**config.mk**
```make
export PLATFORM = sky130hd
export DESIGN_NAME = lzx_74hc_down_counter_flat
export DESIGN_NICKNAME = d
export VERILOG_FILES = /design/src/rtl/lzx_74hc_down_counter_pkg.sv /design/src/rtl/lzx_74hc_down_counter_if.sv /design/src/rtl/lzx_74hc_down_counter_nibble.sv /design/src/rtl/lzx_74hc_down_counter.sv /design/src/flat_wrapper.sv
export SDC_FILE = /design/constraint.sdc
export NUM_CORES = 1
export LEC_CHECK = 0
export BUFFER_PORTS_ARGS = -buffer_cell sky130_fd_sc_hd__buf_2
export CAP_MARGIN = 15
export CORE_AREA = 4 4 41 43
export DETAILED_ROUTE_END_ITERATION = 10
export DIE_AREA = 0 0 45 47
export GPL_ROUTABILITY_DRIVEN = 0
export PLACE_DENSITY = 0.48
export SLEW_MARGIN = 20
export SYNTH_ARGS = -nofsm -noshare
export SYNTH_HDL_FRONTEND = slang
export SYNTH_SLANG_ARGS = --single-unit
```
**constraint.sdc**
```tcl
create_clock -name CP -period 2 [get_ports CP]
set_input_delay 0.2 -clock CP [delete_from_list [all_inputs] [get_ports CP]]
set_output_delay 0.2 -clock CP [all_outputs]
set_load 0.03 [all_outputs]
```
**src/rtl/lzx_74hc_down_counter_pkg.sv**
```systemverilog
// Shared definitions for the lzx counter library.
// Nibble type and helpers used by the cascadable counter stages.
package lzx_cnt_pkg;

    localparam int NIBBLE = 4;

    typedef logic [NIBBLE-1:0] nibble_t;

    function automatic logic is_zero(nibble_t n);
        return (n == '0);
    endfunction

endpackage

```
**src/rtl/lzx_74hc_down_counter_if.sv**
```systemverilog
// Control and status bundle of the presettable down counter.
// The master drives enables, load and preset; the slave returns Q, TC, DONE.
interface lzx_74hc_down_counter_if #(
    parameter int WIDTH = 4
);

    logic             CEP_n;
    logic             CET_n;
    logic             PE_n;
    logic             AUTO;
    logic [WIDTH-1:0] D;
    logic [WIDTH-1:0] Q;
    logic             TC;
    logic             DONE;

    modport master (
        output CEP_n, CET_n, PE_n, AUTO, D,
        input  Q, TC, DONE
    );

    modport slave (
        input  CEP_n, CET_n, PE_n, AUTO, D,
        output Q, TC, DONE
    );

endinterface

```
**src/rtl/lzx_74hc_down_counter_nibble.sv**
```systemverilog
// One 4-bit down-counting stage of the cascadable counter.
// wrap selects the reload value instead of the natural wrap to F.
module lzx_down_nibble
    import lzx_cnt_pkg::*;
(
    input  logic    clk,
    input  logic    rst,
    input  logic    load,
    input  logic    step,
    input  nibble_t reload_val,
    input  logic    wrap,
    output nibble_t q,
    output logic    zero
);

    nibble_t q_q;
    nibble_t q_d;

    // Preset wins over borrow-in; a borrow steps the nibble down by one.
    always_comb begin
        q_d = q_q;
        if (load || wrap) begin
            q_d = reload_val;
        end else if (step) begin
            q_d = q_q - 4'd1;
        end
    end

    // Nibble state register with synchronous reset.
    always_ff @(posedge clk) begin
        if (rst) begin
            q_q <= '0;
        end else begin
            q_q <= q_d;
        end
    end

    assign q    = q_q;
    assign zero = is_zero(q_q);

endmodule

```
**src/rtl/lzx_74hc_down_counter.sv**
```systemverilog
// Presettable synchronous binary down counter with auto-reload.
// WIDTH/4 nibble stages; borrow ripples combinationally within one edge.
module lzx_74hc_down_counter
    import lzx_cnt_pkg::*;
#(
    parameter int WIDTH = 4
) (
    input logic                    CP,
    input logic                    MR,
    lzx_74hc_down_counter_if.slave bus
);

    localparam int NSTG = WIDTH / NIBBLE;

    logic             cnt_en;
    logic             all_zero;
    logic             underflow;
    logic             done_q;
    logic             done_d;
    logic [NSTG-1:0]  zero;
    logic [NSTG:0]    low_zero;
    logic [WIDTH-1:0] q;

    // A count step needs both enables and no parallel load this edge.
    assign cnt_en      = bus.PE_n && !bus.CEP_n && !bus.CET_n;
    assign low_zero[0] = 1'b1;
    assign all_zero    = low_zero[NSTG];
    assign underflow   = cnt_en && all_zero;

    for (genvar i = 0; i < NSTG; i++) begin : g_stage
        assign low_zero[i+1] = low_zero[i] & zero[i];

        lzx_down_nibble u_nib (
            .clk        (CP),
            .rst        (MR),
            .load       (!bus.PE_n),
            .step       (cnt_en && low_zero[i]),
            .reload_val (bus.D[i*NIBBLE +: NIBBLE]),
            .wrap       (underflow && bus.AUTO),
            .q          (q[i*NIBBLE +: NIBBLE]),
            .zero       (zero[i])
        );
    end

    // DONE marks the cycle following an underflow step.
    always_comb begin
        done_d = underflow;
    end

    // Registered DONE pulse; reset discards any pending pulse.
    always_ff @(posedge CP) begin
        if (MR) begin
            done_q <= 1'b0;
        end else begin
            done_q <= done_d;
        end
    end

    assign bus.Q    = q;
    assign bus.TC   = all_zero && !bus.CET_n;
    assign bus.DONE = done_q;

endmodule

```
**src/flat_wrapper.sv**
```systemverilog
// flat-port wrapper written by rule: the top's interface ports become plain ports
module lzx_74hc_down_counter_flat import lzx_cnt_pkg::*;
#(
    parameter int WIDTH = 4
)
  (CP, MR, bus_CEP_n, bus_CET_n, bus_PE_n, bus_AUTO, bus_D, bus_Q, bus_TC, bus_DONE);
  lzx_74hc_down_counter_if #(.WIDTH(WIDTH)) bus_i ();
  input logic CP;
  input logic MR;
  input wire logic [$bits(bus_i.CEP_n)-1:0] bus_CEP_n;
  input wire logic [$bits(bus_i.CET_n)-1:0] bus_CET_n;
  input wire logic [$bits(bus_i.PE_n)-1:0] bus_PE_n;
  input wire logic [$bits(bus_i.AUTO)-1:0] bus_AUTO;
  input wire logic [$bits(bus_i.D)-1:0] bus_D;
  output wire logic [$bits(bus_i.Q)-1:0] bus_Q;
  output wire logic [$bits(bus_i.TC)-1:0] bus_TC;
  output wire logic [$bits(bus_i.DONE)-1:0] bus_DONE;
  assign bus_i.CEP_n = bus_CEP_n;
  assign bus_i.CET_n = bus_CET_n;
  assign bus_i.PE_n = bus_PE_n;
  assign bus_i.AUTO = bus_AUTO;
  assign bus_i.D = bus_D;
  assign bus_Q = bus_i.Q;
  assign bus_TC = bus_i.TC;
  assign bus_DONE = bus_i.DONE;
  lzx_74hc_down_counter #(.WIDTH(WIDTH)) u_core (.CP(CP), .MR(MR), .bus(bus_i));
endmodule
```
; Word-level counts from Yosys, hierarchy flattened
; Cells that the tools add are included.
[word_totals]
regBits = 5
input_bits = 10
output_inout_bits = 6
[classes]
add_sub_neg = 1
n_mux = 2
reduce_logical = 11
[ops]
columns = operator, count
row1 = 4-bit 2-to-1 mux, 2
row2 = 1-bit logical AND, 5
row3 = 4-bit logical NOT, 1
row4 = 4-bit by 1-bit subtractor with 4-bit output (second input constant), 1
row5 = 1-bit logical NOT, 3
row6 = 2-bit nonzero test, 1
row7 = 1-bit logical OR, 1

; Logic depth before layout (Yosys ltp)
; Gate-level depths: netlist of run 1.
[logic_depth]
ltp_word = 7
depth_mapped = 6
mapped_depth_nobuf = 6

; By module
; A second synthesis of run 1 with hierarchy kept.
[unflattened]
cells_unflattened = 31
hier_area_um2 = 285.3
[modules_own_cells]
columns = module, n_inst, cells_each, area_per_inst_um2
row1 = lzx_down_nibble, 1, 24, 225.2
row2 = lzx_74hc_down_counter, 1, 7, 60.1

; Least setup slack after synthesis of run 1
; No wires, ideal clock.
[synth_path]
path_type = flip-flop to flip-flop
start = register u_core.g_stage[0].u_nib.q_q[0]
end = register u_core.g_stage[0].u_nib.q_q[1]
arrival_time_ns = 1.671
t_required_ns = 1.934
setup_slack_ns = 0.263
stages_incl_launch_ff = 7
path_buffers = 0
cell_sequence = dfxtp_1 -> inv_1 -> ha_1 -> or4b_4 -> o31a_4 -> nand2b_4 -> a21oi_2
[synth_via]
elab_chain_cells = 5
word_cells_on_any_way = 8
[synth_rtl]
columns = element, line
row1 = from (decl), lzx_74hc_down_counter_nibble.sv:16  ; nibble_t q_q;
row2 = from (signal assigned), lzx_74hc_down_counter_nibble.sv:34  ; q_q <= q_d;
row3 = branches (longest 5 deep; another with 4-bit by 1-bit subtractor with 4-bit output), --
; Several ways; the timed one is not identified. The select of a mux whose other input is x is not followed.
; A chain may end at the register's enable or synchronous reset.

; Worst setup path after layout of run 1
[layout_path]
start = register u_core.g_stage[0].u_nib.q_q[0]
end = output port bus_TC
[layout_via]
elab_chain_cells = 2
[layout_rtl]
columns = element, line
row1 = 4-bit logical NOT, lzx_74hc_down_counter_pkg.sv:10  ; return (n == '0);
row2 = 1-bit logical AND, lzx_74hc_down_counter.sv:60  ; assign bus.TC = all_zero && !bus.CET_n;
row3 = to (decl), flat_wrapper.sv:16  ; output wire logic [$bits(bus_i.TC)-1:0] bus_TC;
; No other way between the ends.

==> results of run 1 <==
[synthesized netlist by cell type]
cell,n
xor2_1,2
nor4b_1,1
ha_1,2
a211oi_1,3
a21oi_2,1
nor3_1,1
nor2_1,3
o211ai_1,1
nor3b_1,1
or4b_4,1
dfxtp_1,5
nand2b_4,1
o31a_4,1
xnor2_1,1
nand2_1,3
inv_1,4
[final cells by class]
type / count / area [µm²] / area share, %
Clock buffer: 4 / 26.3 / 6.23
Inverter: 4 / 15.0 / 3.56
Multi-Input combinational cell: 22 / 179 / 42.4
Sequential cell: 5 / 100 / 23.7
Tap cell: 15 / 18.8 / 4.45
Timing Repair Buffer: 16 / 82.6 / 19.6
[flip-flops by register name, summed over array words and instances (netlist names)]
name,count
u_core.bus.DONE,1
u_core.g_stage.u_nib.q,4
[stage by stage]
stage	setup WS [ns]	total power, mW	std cells	hold slack [ns]	instance area (µm²)
2_1_floorplan	0.263	0.165	31	0.262	294
3_3_place_gp	0.352	0.193	62	0.417	395
3_5_place_dp	0.318	0.193	62	0.416	395
4_1_cts	0.248	0.317	66	0.158	422
5_1_grt	0.194	0.326	66	0.168	422
6_report	0.261	0.311	66	0.162	422
[how the worst min path moves through the flow]
stage / cells after the start / slack [ns] / endpoint
final: 2 / 0.16 / u_core.bus.DONE$_SDFF_PP0_
after global routing: 2 / 0.17 / u_core.bus.DONE$_SDFF_PP0_
after CTS: 2 / 0.16 / u_core.bus.DONE$_SDFF_PP0_
after detailed placement: 2 / 0.42 / u_core.bus.DONE$_SDFF_PP0_
after global placement: 2 / 0.42 / u_core.bus.DONE$_SDFF_PP0_
after floorplan: 1 / 0.26 / u_core.g_stage[0].u_nib.q[1]$_SDFFE_PP0P_
[worst max-delay path: cells and delay by family (launching register included)]
family,cells,cell delay (ns)
simple gates,1,0.47
flops,1,0.34
fa+ha+maj,1,0.15
buf+inv,3,0.35
[power by group through the flow]
stage / Combinational [mW] / Clock (mW) / Sequential [mW]
floorplan: 0.0364 / 0 / 0.129
global placement: 0.0763 / 0 / 0.116
detailed placement: 0.0766 / 0 / 0.116
CTS: 0.0768 / 0.126 / 0.114
global route: 0.0826 / 0.128 / 0.115
finish: 0.0756 / 0.121 / 0.114
[per-layer routing]
metal / share of wire, % / GRT usage (%)
met1: 48 / 8.90
met2: 38 / 8.76
met3: 12 / 2.68
met4: 2.1 / 5.26
met5: 0 / 0
[layout by cell type, fill, tap and decap left out, types with 2 or more instances in the layout]
cell,count
buf_2,15
dfxtp_1,5
inv_1,4
nand2_1,3
nor2_1,3
a211oi_1,3
clkbuf_4,3
xor2_1,2
ha_1,2
[kinds of logic (layout without fill, tap and decap cells)]
family / count (synthesis) / after routing / share of synthesized area (%)
AO/OA/AOI/OAI: 6 / 6 / 19.2
buffers and inverters: 4 / 24 / 5.10
adder cells (fa/ha/maj): 2 / 2 / 8.51
AND/OR/NAND/NOR: 11 / 11 / 24.3
XOR/XNOR: 3 / 3 / 8.94
flip-flops: 5 / 5 / 34.0
==> parameters.txt, run 1 <==
Parameter                              Value

Detailed routing
  Mean routed wirelength per cell    about 10 µm
  Routed wire length    659 µm
  Routed Antenna Nets    0
  Detailed-routing iteration count for the pre-antenna-repair pass    3
  Routed vias/inst    4.24
  Drt drc    0
  DRC violation total after the first TritonRoute iteration    7
  Via total after detailed routing    280

STA
  Hold Violations, Final    0
  Min Clock Period, post-route    approximately 1.7 ns
  Transition time at the pin with the least slew margin    0.230 ns
  Max-slew violation count    0
  Final setup violation count    0
  Final clock period utilization by the worst path    about 87%
  Unrepaired setup endpoints after global routing    false
  Worst relative slew slack    84.5%
  Peak Freq    575 MHz
  Fin Clk Skew    0.00285 ns
  Setup TNS    0 ns

CTS
  Worst-Skew Late Latency    0.24 ns
  Maximum buffer depth of the clock tree    2
  Sink Count    5
  Clock slew at the register clock pins of the worst setup and hold paths    roughly 0.040 ns
  TritonCTS clock tree    built
  Deepest level of the CTS H-tree    1
  TritonCTS buffer count    3
  Number of buffers inserted for hold repair after clock tree synthesis    0
  Buffer count from post-CTS setup fixing    0
  Clock Tree Root    clkbuf_4
  Number of gates resized after cts    0

Yosys
  Library cell occupying the most area in the post-synthesis netlist    dfxtp_1
  Mean cell area of the mapped netlist    9.48 µm²
  Warnings from Yosys    0
  Post-Syn Area    294 µm²
  Cell variety after synth    16
  Instance count of the mapped netlist    31
  Register bit total from synthesis    5
  Cells taking the most area after synthesis    dfxtp_1 34%, ha_1 8.5%, a211oi_1 7.7%
  Share of synthesized area occupied by flip-flops and latches    approximately 34%
  Top-area cell type share of the netlist area    34.0%
  Number of nets in the synthesized netlist    43

Worst setup path
  Endpoint of the worst register-to-register path    u_core.g_stage[0].u_nib.q[1]$_SDFFE_PP0P_
  Startpoint Class    flip-flop
  Most numerous cell on the critical path    inv_1
  Register-to-Register Path Depth    6
  Element type at the critical path end    primary output
  Delay of the slowest cell on the worst path    ~0.47 ns
  Capture point of the critical path    bus_TC
  Worst-path cell chain    inv_1, ha_1, or4b_4, inv_1, buf_2
  Highest net fanout along the worst path    4
  CP max-delay cell    or4b_4
  Worst-case register-to-register setup slack    0.32 ns
  CP arrival    1.54 ns
  Worst setup path startpoint    u_core.g_stage[0].u_nib.q[0]$_SDFFE_PP0P_
  Required time worst endpoint    1.80 ns
  Crit path kind    reg2out
  R2r startpoint    u_core.g_stage[0].u_nib.q[0]$_SDFFE_PP0P_

Place
  Port Buf Inserts    15

Global routing
  Number of global-route vias before repair    roughly 240
  First-pass GRT wire length    approximately 990 µm
  Overall routing resource usage    6.80%
  Global-route congestion overflow total    0
  Pin count of the biggest net entering global routing    9
  Number of antenna violations at the first check in global routing    0

Power and ir drop
  Internal Dissipation    about 220 µW
  Power density normalized to cell area    737 nW/µm²
  Net Sw Frac    30.7%
  Share of power burned in combinational logic    24.3%
  Clock network power share    about two fifths
  Leakage power figure    0.206 nW
  Sequential power share    36.7%
  Max IR drop VDD    198 µV
  Total net switching power    95.4 µW

Finish
  Fillers    152
  Layout area overhead    43.4%
  Fraction of layout instances using a drive strength above 1    about 45%
  Antenna Cells    0
  Final design utilization    about a third
  Number of nets at the end of the flow    64

Floorplan
  Die Span Y    47 µm
  Standard cell core area    1300 µm²
  Number of standard-cell rows in the floorplan    13
  Die area    approximately 2100 µm²
  Io pins    16
  Die extent in x    about 45 µm
  Initial core utilization    22.6%

Flow run
  Total of max-cap violations    0

Worst hold path
  Path class of the lowest-slack min-delay path    in2reg
  Worst hold path startpoint    bus_CEP_n

Run status
  Result of the run    complete, no violations
(Power assumes the default switching activity.)
==> run 2, diff against run 1 <==
--- a/config.mk
+++ b/config.mk
@@ -6,12 +6,14 @@
 export NUM_CORES = 1
 export LEC_CHECK = 0
 export BUFFER_PORTS_ARGS = -buffer_cell sky130_fd_sc_hd__buf_2
-export CAP_MARGIN = 15
-export CORE_AREA = 4 4 41 43
+export CAP_MARGIN = 20
+export CELL_PAD_IN_SITES_DETAIL_PLACEMENT = 2
+export CELL_PAD_IN_SITES_GLOBAL_PLACEMENT = 2
+export CORE_MARGIN = 4
+export CORE_UTILIZATION = 21
 export DETAILED_ROUTE_END_ITERATION = 10
-export DIE_AREA = 0 0 45 47
 export GPL_ROUTABILITY_DRIVEN = 0
-export PLACE_DENSITY = 0.48
+export PLACE_DENSITY = 0.73
 export SLEW_MARGIN = 20
 export SYNTH_ARGS = -nofsm -noshare
 export SYNTH_HDL_FRONTEND = slang
==> parameters.txt, run 2 (synthesis results as in run 1) <==
Parameter                              Value

Run status
  Result of the run    complete, no violations

Finish
  Fillers    158
  Design Area, Final    422 µm²
  Most frequent cells in the layout    15 x buf_2, 5 x dfxtp_1, 4 x inv_1
  Layout area overhead    43.4%
  Largest register FFs    4
  Antenna Cells    0
  Fraction of layout instances using a drive strength above 1    45.1%
  Final design utilization    between 30% and 40%
  Number of nets at the end of the flow    64
  Most common library cell in the layout ignoring fill and taps    buf_2

Worst setup path
  Crit path kind    reg2out
  CP max-delay cell    or4b_4
  Startpoint Class    flip-flop
  Worst-path cell chain    inv_1, ha_1, or4b_4, inv_1, buf_2
  Highest net fanout along the worst path    4
  Delay of the slowest cell on the worst path    0.47 ns
  Required time worst endpoint    1.80 ns
  Most numerous cell on the critical path    inv_1
  Element type at the critical path end    primary output
  CP arrival    1.54 ns
  Worst-case register-to-register setup slack    ~0.3 ns

CTS
  Buffer count from post-CTS setup fixing    0
  Deepest level of the CTS H-tree    1
  Maximum buffer depth of the clock tree    2
  TritonCTS clock tree    built
  TritonCTS buffer count    3
  Clock slew at the register clock pins of the worst setup and hold paths    0.05 ns
  Clock Tree Root    clkbuf_4
  Sink Count    5
  Number of buffers inserted for hold repair after clock tree synthesis    0
  Worst-Skew Late Latency    0.25 ns
  Number of gates resized after cts    0

Global routing
  Overall routing resource usage    10.1%
  Number of antenna violations at the first check in global routing    0
  First-pass GRT wire length    1370 µm
  Number of global-route vias before repair    347
  Global-route congestion overflow total    0
  Pin count of the biggest net entering global routing    9

Floorplan
  Initial core utilization    about 22%
  Number of standard-cell rows in the floorplan    13
  Io pins    16
  Standard cell core area    1320 µm²
  Die Span Y    45.4 µm
  Die area    2060 µm²
  Die extent in x    45.4 µm

STA
  Transition time at the pin with the least slew margin    0.262 ns
  Max-slew violation count    0
  Hold Violations, Final    0
  Unrepaired setup endpoints after global routing    false
  Final clock period utilization by the worst path    between 80 and 90%
  Min Clock Period, post-route    1.74 ns
  Fin Clk Skew    0.00456 ns
  Worst Hold Margin    ~0.16 ns
  Worst relative slew slack    82.3%
  Peak Freq    576 MHz
  Final setup violation count    0
  Minimum setup slack in the final design    0.264 ns
  Setup TNS    0 ns

Place
  Post-Place Setup Slack    0.297 ns
  Placed Instance Area    395 µm²
  Port Buf Inserts    15

Detailed routing
  Mean routed wirelength per cell    11.8 µm
  Detailed-routing iteration count for the pre-antenna-repair pass    2
  Routed vias/inst    approximately 4.6
  Routed wire length    782 µm
  Via total after detailed routing    304
  Routed Antenna Nets    0
  DRC violation total after the first TritonRoute iteration    2
  Drt drc    0

Power and ir drop
  Power density normalized to cell area    737 nW/µm²
  Max IR drop VDD    440 µV
  Leakage power figure    0.206 nW

Flow run
  Total of max-cap violations    0

Worst hold path
  Path class of the lowest-slack min-delay path    in2reg
-- run 2: final timing paths --
path	startpoint	endpoint	cells after the start
hold reg to reg	u_core.g_stage[0].u_nib.q[3]$_SDFFE_PP0P_	u_core.bus.DONE$_SDFF_PP0_	2
hold / removal	bus_CEP_n	u_core.bus.DONE$_SDFF_PP0_	2
setup reg to reg	u_core.g_stage[0].u_nib.q[0]$_SDFFE_PP0P_	u_core.g_stage[0].u_nib.q[1]$_SDFFE_PP0P_	6
setup / recovery	u_core.g_stage[0].u_nib.q[0]$_SDFFE_PP0P_	bus_TC	5
-- run 2: metrics by stage --
stage / std cells / total power [mW]
global route: 66 / 0.340
detailed placement: 62 / 0.195
global placement: 62 / 0.193
CTS: 66 / 0.320
floorplan: 31 / 0.165
finish: 66 / 0.311
-- run 2: area by class of cell --
cell class	count	area, µm²	area share, %
clock buffer	4	26.3	6.23
timing repair buffer	16	82.6	19.6
multi-input combinational	22	179	42.4
tap	15	18.8	4.45
sequential	5	100	23.7
inverter	4	15.0	3.56
-- run 2: worst max-delay path, delay by kind of cell (launching register included) --
family	cells	cell delay, ns
fa+ha+maj	1	0.14
simple gates	1	0.47
buf+inv	3	0.34
flops	1	0.34
-- run 2: layer usage --
layer,global-route usage (%),wire length (µm),vias up
li1,-,-,148
met1,10.0,331,140
met2,15.3,334,16
met3,9.88,116,0
met4,1.75,0,0
met5,0,0,-
-- run 2: where the power goes --
group | leakage (nW) | switching [mW] | total, mW | internal, mW
Combinational | 0.150 | 0.0441 | 0.0770 | 0.0329
Sequential | 0.0413 | 0.00722 | 0.114 | 0.107
Clock | 0.0150 | 0.0437 | 0.119 | 0.0756
Total | 0.206 | 0.0951 | 0.311 | 0.216
==> run 3, diff against run 2 <==
==> constraint.sdc (replaced) <==
create_clock -name CP -period 2 [get_ports CP]
set_input_delay 0.4 -clock CP [delete_from_list [all_inputs] [get_ports CP]]
set_output_delay 0.4 -clock CP [all_outputs]
set_load 0.03 [all_outputs]
==> parameters.txt, run 3 (synthesis results as in run 1) <==
Parameter                              Value

Detailed routing
  Routed Antenna Nets    0
  Routed vias/inst    4.73
  Mean routed wirelength per cell    13.1 µm
  Routed wire length    867 µm
  Drt drc    0
  Detailed-routing iteration count for the pre-antenna-repair pass    2
  Via total after detailed routing    312
  DRC violation total after the first TritonRoute iteration    5

Floorplan
  Die area    2060 µm²
  Number of standard-cell rows in the floorplan    13
  Die extent in x    between 40 and 50 µm
  Io pins    16
  Standard cell core area    between 1000 and 1500 µm²
  Die Span Y    45.4 µm
  Initial core utilization    22.3%

Global routing
  Overall routing resource usage    a little over a tenth
  First-pass GRT wire length    1480 µm
  Number of antenna violations at the first check in global routing    0
  Pin count of the biggest net entering global routing    9
  Number of global-route vias before repair    362
  Global-route congestion overflow total    0

STA
  Peak Freq    518 MHz
  Min Clock Period, post-route    1.93 ns
  Minimum setup slack in the final design    0.0686 ns
  Worst relative slew slack    between 80 and 90%
  Transition time at the pin with the least slew margin    0.231 ns
  Fin Clk Skew    between 0.006 and 0.007 ns
  Max-slew violation count    0
  Unrepaired setup endpoints after global routing    false
  Hold Violations, Final    0
  Final clock period utilization by the worst path    96.6%
  Setup TNS    0 ns
  Final setup violation count    0

Worst setup path
  Worst-case register-to-register setup slack    0.29 ns
  Required time worst endpoint    1.60 ns
  Register-to-Register Path Depth    6
  Worst setup path startpoint    u_core.g_stage[0].u_nib.q[1]$_SDFFE_PP0P_
  Endpoint of the worst register-to-register path    u_core.g_stage[0].u_nib.q[1]$_SDFFE_PP0P_
  R2r startpoint    u_core.g_stage[0].u_nib.q[1]$_SDFFE_PP0P_
  Element type at the critical path end    primary output
  Highest net fanout along the worst path    4
  Crit path kind    reg2out
  Startpoint Class    flip-flop
  CP arrival    1.53 ns

CTS
  Worst-Skew Late Latency    0.25 ns
  Buffer count from post-CTS setup fixing    0
  Clock slew at the register clock pins of the worst setup and hold paths    0.05 ns
  TritonCTS clock tree    built
  Maximum buffer depth of the clock tree    2
  TritonCTS buffer count    3
  Sink Count    5
  Clock Tree Root    clkbuf_4
  Number of buffers inserted for hold repair after clock tree synthesis    0
  Number of gates resized after cts    0
  Deepest level of the CTS H-tree    1

Power and ir drop
  Overall Power    ~310 µW
  Clock network power share    38.0%
  Total net switching power    97.0 µW
  Net Sw Frac    30.9%
  Leakage power figure    between 0.2 and 0.25 nW
  Max IR drop VDD    252 µV
  Share of power burned in combinational logic    25.1%
  Internal Dissipation    217 µW
  Power density normalized to cell area    738 nW/µm²
  Sequential power share    ~37%

Finish
  Layout area overhead    44.7%
  Number of nets at the end of the flow    64
  Fraction of layout instances using a drive strength above 1    about 49%
  Antenna Cells    0
  Sequential cell area    slightly above 100 µm²
  Largest register FFs    4
  Most frequent cells in the layout    14 x buf_2, 4 x clkbuf_4, 4 x dfxtp_1
  Non-filler instance count after layout    66
  Fillers    163
  Final design utilization    32.3%
  Most common library cell in the layout ignoring fill and taps    buf_2
  Multi-input gate area    179 µm²

Worst hold path
  Worst hold path startpoint    bus_CEP_n
  WHS Endpoint    u_core.bus.DONE$_SDFF_PP0_
  Cell depth of the worst min-delay path    2
  Path class of the lowest-slack min-delay path    in2reg

Place
  Post-Place Setup Slack    around 0.26 ns
  Inst Count DP    62
  HPWL Detailed    roughly 720 µm
  Port Buf Inserts    15

Run status
  Result of the run    complete, no violations

Flow run
  Total of max-cap violations    0
==> run 3: cell types whose count changed in the layout (fill, tap and decap cells not counted) <==
cell and delta:
inv_1 -1, dfxtp_2 +1, clkbuf_4 +1, buf_2 -1, dfxtp_1 -1, inv_2 +1
==> run 3: power groups by stage <==
stage                     clock (mW)  combinational, mW  sequential, mW
after floorplan                    0             0.0364           0.129
after global placement             0             0.0778           0.116
after detailed placement           0             0.0797           0.117
after CTS                      0.125             0.0798           0.115
after global routing           0.137             0.0873           0.117
final                          0.119             0.0789           0.116
==> run 3: final cells by class <==
| class | instances | area share (%) |
|---|---|---|
| multi-input combinational | 22 | 42.1 |
| timing repair buffer | 16 | 20.0 |
| clock buffer | 4 | 6.18 |
| inverter | 4 | 3.53 |
| sequential | 5 | 23.8 |
| tap | 15 | 4.41 |
==> run 3: worst max path at each step <==
| stage | end | slack, ns | cells after the start |
|---|---|---|---|
| after floorplan | bus_TC | 0.26 | 4 |
| after global placement | bus_TC | 0.33 | 5 |
| after detailed placement | u_core.g_stage[0].u_nib.q[1]$_SDFFE_PP0P_ | 0.26 | 6 |
| after CTS | bus_TC | 0.01 | 5 |
| after global routing | bus_TC | 0.01 | 5 |
| final | bus_TC | 0.07 | 5 |
==> run 3: per-stage QoR <==
| step | cell area (µm²) | hold slack (ns) |
|---|---|---|
| 3_3_place_gp | 395 | 0.609 |
| 2_1_floorplan | 294 | 0.462 |
| 4_1_cts | 422 | 0.361 |
| 6_report | 425 | 0.368 |
| 3_5_place_dp | 395 | 0.610 |
| 5_1_grt | 425 | 0.374 |
==> run 3: layer usage <==
metal,wire length [µm],vias up,GRT usage (%)
met2,416,15,16.7
met1,354,150,10.9
met5,0,-,0
met4,0,0,5.26
met3,96,0,7.51
li1,-,147,-
==> run 3: worst max-delay path: stages (launching register included) <==
cell	delay, ns
dfxtp_1	0.33
inv_1	0.09
ha_1	0.14
or4b_4	0.47
inv_1	0.07
clkbuf_4	0.18
